File: config.mk
export PLATFORM = sky130hd
export DESIGN_NAME = inst_fetch
export DESIGN_NICKNAME = d
export VERILOG_FILES = /design/src/rtl/inst_fetch.sv
export SDC_FILE = /design/constraint.sdc
export NUM_CORES = 1
export LEC_CHECK = 0
export ABC_AREA = 1
export CAP_MARGIN = 20
export CELL_PAD_IN_SITES_DETAIL_PLACEMENT = 1
export CELL_PAD_IN_SITES_GLOBAL_PLACEMENT = 1
export CORE_ASPECT_RATIO = 1.2
export CORE_MARGIN = 2
export CORE_UTILIZATION = 43
export DETAILED_ROUTE_END_ITERATION = 12
export GPL_ROUTABILITY_DRIVEN = 0
export PLACE_DENSITY_LB_ADDON = 0.1
export SLEW_MARGIN = 20
export SYNTH_ARGS = -nofsm -noshare
export SYNTH_HDL_FRONTEND = slang
export SYNTH_SLANG_ARGS = --single-unit
File: constraint.sdc
create_clock -name clk_in -period 7.6 [get_ports clk_in]
set_clock_uncertainty 0.2 [all_clocks]
set_input_delay 1.52 -clock clk_in [delete_from_list [all_inputs] [get_ports clk_in]]
set_output_delay 1.52 -clock clk_in [all_outputs]
set_load 0.01 [all_outputs]
File: src/rtl/inst_fetch.sv
// Instruction fetch unit with an integrated instruction queue feeding decode.
// Define IFETCH_JAL_PREDICT_EN to follow JAL targets locally instead of stalling for commit.
module inst_fetch #(
  parameter logic [31:0] RESET_PC     = 32'h0,
  parameter int          IQ_DEPTH_LOG = 3
) (
  input  logic        clk_in,
  input  logic        rst_in,
  input  logic        rdy_in,
  output logic        mem_req_valid,
  output logic [31:0] mem_req_addr,
  input  logic        mem_req_ready,
  input  logic        mem_resp_valid,
  input  logic [31:0] mem_resp_data,
  input  logic        flush_in,
  input  logic [31:0] flush_pc,
  output logic        iq_valid,
  output logic [31:0] iq_inst,
  output logic [31:0] iq_pc,
  input  logic        iq_ready,
  output logic        halted
);

  localparam int          DEPTH    = 1 << IQ_DEPTH_LOG;
  localparam logic [31:0] END_INST = 32'h0ff00513;
  localparam logic [6:0]  OP_JAL   = 7'b1101111;

  typedef enum logic [2:0] {IDLE, REQ, WAIT, DROP, STALL, HALT} state_t;

  state_t                  state, state_n;
  logic [31:0]             pc, pc_n, req_addr_n;
  logic                    req_valid_n, halted_n, push, pop;
  logic [IQ_DEPTH_LOG-1:0] head, tail;
  logic [IQ_DEPTH_LOG:0]   count;
  logic [63:0]             iq_mem [DEPTH];

`ifdef IFETCH_JAL_PREDICT_EN
  logic [31:0] jal_imm;
  assign jal_imm = {{12{mem_resp_data[31]}}, mem_resp_data[19:12], mem_resp_data[20],
                    mem_resp_data[30:21], 1'b0};
`endif

  assign iq_valid          = (count != '0);
  assign {iq_inst, iq_pc}  = iq_mem[head];
  assign pop               = iq_valid && iq_ready && !flush_in;

  always_comb begin
    state_n     = state;
    pc_n        = pc;
    req_valid_n = mem_req_valid;
    req_addr_n  = mem_req_addr;
    halted_n    = halted;
    push        = 1'b0;
    if (flush_in) begin
      pc_n        = flush_pc;
      halted_n    = 1'b0;
      req_valid_n = 1'b0;
      // A request still owed a response must have that response swallowed first.
      if ((state == REQ && mem_req_ready) ||
          ((state == WAIT || state == DROP) && !mem_resp_valid))
        state_n = DROP;
      else
        state_n = IDLE;
    end else begin
      case (state)
        IDLE: begin
          if (!count[IQ_DEPTH_LOG]) begin
            req_valid_n = 1'b1;
            req_addr_n  = pc;
            state_n     = REQ;
          end
        end
        REQ: begin
          if (mem_req_ready) begin
            req_valid_n = 1'b0;
            state_n     = WAIT;
          end
        end
        WAIT: begin
          if (mem_resp_valid) begin
            push = 1'b1;
            if (mem_resp_data == END_INST) begin
              halted_n = 1'b1;
              state_n  = HALT;
            end else if (mem_resp_data[6:0] == OP_JAL) begin
`ifdef IFETCH_JAL_PREDICT_EN
              pc_n    = pc + jal_imm;
              state_n = IDLE;
`else
              state_n = STALL;
`endif
            end else begin
              pc_n    = pc + 32'd4;
              state_n = IDLE;
            end
          end
        end
        DROP: begin
          if (mem_resp_valid) state_n = IDLE;
        end
        STALL, HALT: ;
        default: state_n = IDLE;
      endcase
    end
  end

  always_ff @(posedge clk_in) begin
    if (rst_in) begin
      state         <= IDLE;
      pc            <= RESET_PC;
      mem_req_valid <= 1'b0;
      mem_req_addr  <= RESET_PC;
      halted        <= 1'b0;
    end else if (rdy_in) begin
      state         <= state_n;
      pc            <= pc_n;
      mem_req_valid <= req_valid_n;
      mem_req_addr  <= req_addr_n;
      halted        <= halted_n;
    end
  end

  // Queue pointers wrap naturally at the power-of-two depth.
  always_ff @(posedge clk_in) begin
    if (rst_in) begin
      head  <= '0;
      tail  <= '0;
      count <= '0;
    end else if (rdy_in) begin
      if (flush_in) begin
        head  <= '0;
        tail  <= '0;
        count <= '0;
      end else begin
        if (push) tail <= tail + IQ_DEPTH_LOG'(1);
        if (pop)  head <= head + IQ_DEPTH_LOG'(1);
        case ({push, pop})
          2'b10:   count <= count + (IQ_DEPTH_LOG+1)'(1);
          2'b01:   count <= count - (IQ_DEPTH_LOG+1)'(1);
          default: ;
        endcase
      end
    end
  end

  always_ff @(posedge clk_in) begin
    if (!rst_in && rdy_in && push) iq_mem[tail] <= {mem_resp_data, pc};
  end

endmodule

# Word level (Yosys, flattened, before mapping)
# Memory sizes are Yosys's and may differ from the RTL's. A register that Yosys moved wholly into a read port is not among the register bits.
# Cells that the tools add are included.
[classes]
n_addsub = 5
n_shift = 0
bitwise = 2
muxes = 35
n_eq_ne = 16
reduce_logical = 29
multipliers = 0
n_lt_le_gt_ge = 0
div = 0
[ops]
columns = ["cell", "n"]
rows = [
  ["32-bit two-way mux", 5],
  ["3-bit two-way mux", 13],
  ["32-bit by 3-bit adder with 32-bit output, second input constant", 1],
  ["32-bit by 28-bit equality test with 1-bit output, second input constant", 1],
  ["3-bit one-hot mux with 5 select lines", 1],
  ["1-bit two-way mux", 12],
  ["3-bit != test, second input constant", 4],
  ["4-bit AND reduction", 3],
  ["2-bit nonzero test", 5],
  ["4-bit one-hot mux with 2 select lines", 1],
  ["7-bit equality test, second input constant", 1],
  ["3-bit by 1-bit adder with 3-bit output, second input constant", 2],
  ["3-bit by 2-bit equality test with 1-bit output, second input constant", 2],
  ["3-bit equality test, second input constant", 2],
  ["1-bit logical AND", 6],
  ["2-bit != test, second input constant", 3],
  ["2-bit AND reduction", 3],
  ["6-bit AND reduction", 1],
  ["3-bit nonzero test", 2],
  ["5-bit AND reduction", 1],
  ["4-bit by 1-bit adder with 4-bit output, second input constant", 1],
  ["4-bit two-way mux", 1],
  ["4-bit nonzero test", 1],
  ["4-bit by 1-bit subtractor with 4-bit output, second input constant", 1],
  ["other kinds (10)", 14],
]
[word_totals]
regBits = 79
rom_bits = 0
latch_bits = 0
inputBits = 71
word_cells = 96
output_inout_bits = 99
mem_bits_rw = 512
n_memories = 1
[memory_table]
columns = ["name", "words", "width", "rd", "rd_ports_with_merged_regs", "wr", "line", "rtl"]
rows = [
  ["iq_mem", 8, 64, 1, 1, 1, "35", "logic [63:0] iq_mem [DEPTH];"],
]

# Logic depth before layout (Yosys ltp)
# Gate-level depths: netlist of the first run.
[logic_depth]
word_depth = 7
depth_mapped = 14
ltp_nobuf = 14

# Least setup slack after synthesis of the first run
# OpenSTA, ideal clock, no wires.
[synth_timing]
kind = "input to register"
start = "in rst_in"
end = "mem iq_mem[6][0], enable pin"
arrival_time_ns = 6.460
setup_time_ns = 0.565
slack_ns = 0.374
path_stages = 6
required_time_ns = 6.835
cell_sequence = "inv_1 > clkbuf_1 > nand4_1 > inv_1 > nand2_1 > nor3_1"
[synth_between]
elab_chain_len = 5
[synth_lines]
columns = ["element", "line", "rtl"]
rows = [
  ["start: declaration", "8", "input logic rst_in,"],
  ["1-bit logical NOT", "147", "if (!rst_in && rdy_in && push) iq_mem[tail] <= {mem_resp_data, pc};"],
  ["1-bit logical AND (2 in series)", "147", ""],
  ["1-bit two-way mux", "147", ""],
  ["1-bit two-way mux (implied by the code)", "147", ""],
  ["end: declaration", "35", ""],
]
# Every way passes these cells.

==> results.toml, run 1 <==
[status]
outcome = "complete, no violations"

[cells_and_area]
fin_nets = 2385
syn_to_final_growth_pct = 17.7
fillCellCount = 5932
finish.instance_area_mm2 = 0.0284
antennaDiodeCount = 0
fin_cells = 3081
utilization = 0.509
drive_gt1_frac = 0.0595

[worst_setup_path]
cp_max_fo = 95
cp_top_family = "buffers and inverters"
max_stage_delay_ns = 0.93
cp.arrival_ns = 4.09
critPathKind = "flop to primary output"
critPathSlowestCell = "dfxtp_4"
cp_cell_sequence = "buf_4 > o21ai_0 > o22ai_1 > nor2_1 > a31oi_1 > clkdlybuf4s50_1"
reg2reg_from = "state[2]"
r2r_end = "iq_mem[3][41]"
worst_r2r_path_depth = 8
cp.depth = 6
reg2reg_slack_ns = 4.47
startpoint_type = "flop"
endpoint_kind = "primary output"
path_buf_inv = 2
worstSetupEndpoint = "iq_inst[16]"
crit_required_ns = 5.88

[timing]
max_slew.worst_pin.slew_ns = 1.12
fmax_ghz = 0.172
setup_tns_ns = 0
whs_ns = 0.295
hold_viol = 0
setup_violations = 0
rsz0062_at_grt = "false"
fin_crit_ns = 5.81
relSlewSlack = 0.254
maxSlewViolCount = 0
finalCritPeriodShare = 0.765

[floorplan]
fp-row-count = 95
initial_core_util = 0.433
die_y_um = 263
core_mm2 = 0.0557
io_pins = 170
die_x_um = 220
die_area_mm2 = 0.0580

[route]
viasPerCell = 5.50
drtIter0Drc = 1294
drc_errors = 0
vias = 17000
ant_nets = 0
first_pass_iters = 5
routed_wl_um = 66500
routedWlPerCell_um = 21.6

[yosys]
synthArstFlopShare = 0
ys_seq_elements = 594
yosysSeqAreaShare = 0.706
synth_edf_count = 512
synthCells = 2178
yosys_warnings = 0
ys.flop_type = "edfxtp_1"
synth.distinct_cells = 40
netlist_area_mm2 = 0.0241
syn_avg_cell_area_um2 = 11.1
syn_nets = 2255

[cts]
htreeDepth = 2
clk_pin_slew_worst_paths_ns = 0.06
clock-root-buffer = "clkbuf_16"
post_cts_resized = 0
cts_hold_buf = 0
cts.path.max_buffers = 3
tritoncts = "yes"
cts_made_buffers = 59
cts_setup_buffers = 0
clkLatencyLatePin_ns = 0.62
cts.sinks = 594

[power_and_ir_drop]
p_sw_mw = 1.43
p_seq_frac = 0.531
p_clk_frac = 0.428
swShare = 0.211
p_leak_nw = 9.73
ir_worst_vdd_uv = 178
pwr-share-comb = 0.041
p_int_mw = 5.35
p_per_area_mw_per_mm2 = 239

[global_route]
grt_remaining_overflow = 0
track_usage = 0.232
grt_pass1_wl_um = 104000
grt_max_degree = 164
antenna_found_initial = 0
grt_pass1_vias = 18000

[run]
cap_violations = 0

[placement]
hpwl_um = 38400
placed_area_mm2 = 0.0264
port_buffers = 169
dp_cells = 2973

[min_path]
hp-class = "flop to flop"
per-layer routing:
metal,track usage,part of all wire,wire length (um)
met1,0.306,0.44,29100
met5,0,0,0
met2,0.398,0.50,33300
met3,0.0328,0.039,2570
met4,0.0626,0.024,1560
power groups by stage:
stage	clock (mW)	combinational (mW)	sequential, mW
after floorplan	0	0.129	3.66
after global placement	0	0.271	3.67
after detailed placement	0	0.277	3.67
after CTS	2.96	0.279	3.60
after global routing	3.08	0.305	3.60
final	2.90	0.275	3.60
worst reg2reg max path, stage by stage (launching register included):
cell	delay, ns
dfxtp_1	0.33
nor2_2	0.20
nand2_2	0.10
nor2_1	0.24
nand4_1	0.13
inv_1	0.14
nand2_1	0.18
nor2_4	0.76
buf_4	0.50
cells in the final DEF, fill, tap and decap left out, drive strengths merged:
cell type | netlist | final
a21o | 1 | 1
nor4 | 1 | 1
nand2 | 251 | 251
o211ai | 1 | 1
o21bai | 1 | 1
clkinvlp | 0 | 3
clkinv | 2 | 21
o22ai | 64 | 64
dfxtp | 82 | 82
and2 | 1 | 1
clkdlybuf4s50 | 0 | 169
nand3b | 1 | 1
a21oi | 63 | 63
o31ai | 3 | 3
clkbuf | 70 | 77
nand3 | 40 | 40
o21ai | 315 | 315
nand4 | 3 | 3
a31oi | 68 | 68
a32o | 1 | 1
xnor2 | 1 | 1
or2 | 1 | 1
nor3 | 10 | 10
a21boi | 1 | 1
buf | 55 | 25
ha | 5 | 5
fa | 1 | 1
bufinv | 0 | 6
edfxtp | 512 | 512
nor2 | 543 | 543
inv | 75 | 77
xor2 | 6 | 6
cell usage after synthesis, types with 3 or more instances:
cell type	count	area, um^2
o21ai_1	3	15.0
inv_2	3	11.3
nor3_1	10	50.1
ha_1	5	62.6
nor2_1	537	2020
nand2_1	248	931
dfxtp_1	82	1640
nor2_2	5	31.3
buf_2	30	150
nand2_2	3	18.8
o21ai_0	311	1560
xor2_1	6	52.6
o22ai_1	64	400
buf_4	7	52.6
o31ai_1	3	22.5
inv_1	72	270
clkbuf_1	70	263
nand4_1	3	18.8
edfxtp_1	512	15400
a31oi_1	68	425
a21oi_1	63	315
buf_1	15	56.3
nand3_1	39	195
buf_6	3	33.8
logic make-up (layout without fill, tap and decap cells):
kind of cell             Yosys count  in the layout  share of synthesized area
adder cells (fa/ha/maj)            6              6                    0.00342
XOR/XNOR                           7              7                    0.00254
buffers and inverters            202            378                     0.0353
AND/OR/NAND/NOR                  851            851                      0.138
AO/OA/AOI/OAI                    518            518                      0.115
flip-flops                       594            594                      0.706
sequential cells by signal, summed over array words and instances (netlist names), named ones only:
signal,flops
tail,3
halted,1
state,3
iq_mem,512
pc,32
mem_req_valid,1
mem_req_addr,32
head,3
count,4
worst min-delay path by stage:
stage	startpoint	to	slack, ns	depth (start not counted)
after floorplan	head[0]	flop	0.26	2
after global placement	head[0]	flop	0.27	2
after detailed placement	head[0]	flop	0.29	2
after CTS	head[0]	flop	0.30	2
after global routing	mem_req_valid	mem_req_valid	0.35	2
final	head[0]	flop	0.30	2
cell type report:
class / count / area [um^2] / area share
clock buffers: 77 / 1600 / 0.0562
clock inverters: 30 / 309 / 0.0109
inverters: 77 / 310 / 0.0109
multi-input cells: 1382 / 6300 / 0.222
flip-flops and latches: 594 / 17000 / 0.600
well taps: 727 / 910 / 0.0321
repair buffers: 194 / 1930 / 0.0679
stage by stage:
stage          power (mW)  setup WS, ns
2_1_floorplan        3.78         0.374
3_3_place_gp         3.94          2.42
3_5_place_dp         3.95          2.38
4_1_cts              6.84          1.72
5_1_grt              6.99          1.56
6_report             6.78          1.79
Power figures use the tool's default switching activity.
==> inputs of run 2 (changes only) <==
CORE_UTILIZATION = 47   (was 43)
clock period = 5.9 ns   (was 7.6 ns; I/O delays follow)
==> results.toml, run 2 (synthesis results as in run 1) <==
[timing]
max_slew.worst_pin.slew_ns = 0.880
finalCritPeriodShare = 0.824
rsz0062_at_grt = "false"
whs_ns = 0.304
relSlewSlack = 0.414
setup_slack_ns = 1.04
setup_tns_ns = 0
maxSlewViolCount = 0
fmax_ghz = 0.206
setup_violations = 0
hold_viol = 0
fin_crit_ns = 4.86

[floorplan]
io_pins = 170
initial_core_util = 0.478
die_area_mm2 = 0.0531
die_x_um = 211
die_y_um = 252
fp-row-count = 90
core_mm2 = 0.0504

[cts]
cts_made_buffers = 58
cts.path.max_buffers = 3
tritoncts = "yes"
cts_setup_buffers = 0
htreeDepth = 2
cts_hold_buf = 0
clk_pin_slew_worst_paths_ns = 0.06
clock-root-buffer = "clkbuf_16"
cts.sinks = 594
post_cts_resized = 0
clkLatencyLatePin_ns = 0.62

[worst_setup_path]
cp_cell_sequence = "clkinv_2 > buf_4 > nor2_1 > o21ai_0 > a31oi_1 > clkdlybuf4s50_1"
max_stage_delay_ns = 0.89
endpoint_kind = "primary output"
path_buf_inv = 3
critPathKind = "flop to primary output"
cp_top_family = "buffers and inverters"
cp.arrival_ns = 3.48
cp_max_fo = 65
critPathSlowestCell = "dfxtp_4"
startpoint_type = "flop"
crit_required_ns = 4.52

[route]
wl_met3_um = 2440
routedWlPerCell_um = 22.3
drtIter0Drc = 950
vias = 17100
viasPerCell = 5.68
drc_errors = 0
wl_met1_um = 28700
routed.top_layer = "met4"
first_pass_iters = 5
wl_met2_um = 34000
routed_wl_um = 66900
ant_nets = 0

[min_path]
hp-class = "flop to flop"

[global_route]
antenna_found_initial = 0
grt_pass1_vias = 18200
grt_remaining_overflow = 0
track_usage = 0.253
grt_pass1_wl_um = 103000
grt_max_degree = 178

[cells_and_area]
reg_top3 = "iq_mem: 512 flops, mem_req_addr: 32 flops, pc: 32 flops"
largest_reg_flops = 512
ff_latch_area_mm2 = 0.0170
antennaDiodeCount = 0
layout_common_cells = "535 x nor2_1, 512 x edfxtp_1, 311 x o21ai_0"
fin_nets = 2388
fillCellCount = 5292
multi_input_area_mm2 = 0.00631
finish.instance_area_mm2 = 0.0284
drive_gt1_frac = 0.0640
top_register = "iq_mem"
utilization = 0.563
final_common_cell = "nor2_1"
syn_to_final_growth_pct = 17.8

[power_and_ir_drop]
p_leak_nw = 9.80
p_per_area_mw_per_mm2 = 308
swShare = 0.212
p_int_mw = 6.91
p_sw_mw = 1.85
pwr-share-comb = 0.041
ir_worst_vdd_uv = 210
p_seq_frac = 0.529
p_clk_frac = 0.431

[placement]
placed_area_mm2 = 0.0265
port_buffers = 169
hpwl_um = 38300
post-place-ws_ns = 1.58

[status]
outcome = "complete, no violations"

[run]
cap_violations = 0
## run 2: cell types whose count changed in the layout (fill, tap and decap cells not counted), moves of 2 or more
cell       change
buf_12         +8
clkbuf_16      -2
clkinv_2       +6
bufinv_16      +2
clkbuf_1       -5
buf_4          -2
## run 2: per-layer routing
layer  vias to the layer above  global-route usage
li1                       7920                   -
met1                      8678               0.322
met4                         0              0.0831
met2                       351               0.446
met5                         -                   0
met3                       108              0.0367
## run 2: power by group through the flow
stage	Sequential, mW	Clock, mW	Combinational, mW
global placement	4.72	0	0.349
detailed placement	4.72	0	0.359
floorplan	4.71	0	0.166
global route	4.64	4.00	0.396
CTS	4.63	3.85	0.363
finish	4.63	3.77	0.359
## run 2: per-stage QoR
step / power [mW] / cells
2_1_floorplan: 4.88 / 2178
3_3_place_gp: 5.07 / 2895
3_5_place_dp: 5.08 / 2895
4_1_cts: 8.84 / 3004
5_1_grt: 9.03 / 3004
6_report: 8.76 / 3004
## run 2: layout make-up
cell class / count / share of cell area
Timing Repair Buffer: 198 / 0.0716
Tap cell: 644 / 0.0284
Multi-Input combinational cell: 1382 / 0.222
Clock inverter: 40 / 0.0149
Clock buffer: 69 / 0.0532
Inverter: 77 / 0.0107
Sequential cell: 594 / 0.599
## run 2: tightest hold or removal path, delay by kind of cell, from the launching register on
kind	cells	cell delay (ns)
DFF	1	0.33
and+or+nand+nor	1	0.07
AOI/OAI and AO/OA	1	0.06
## run 2: final timing paths
check	start	end	slack [ns]	depth (start not counted)
worst min register to register	count[2]	count[2]	0.30	2
worst min-delay path	count[2]	count[2]	0.30	2
worst max-delay path	flop	iq_pc[11]	1.04	6
worst max register to register	state[2]	iq_mem[0][40]	3.06	8
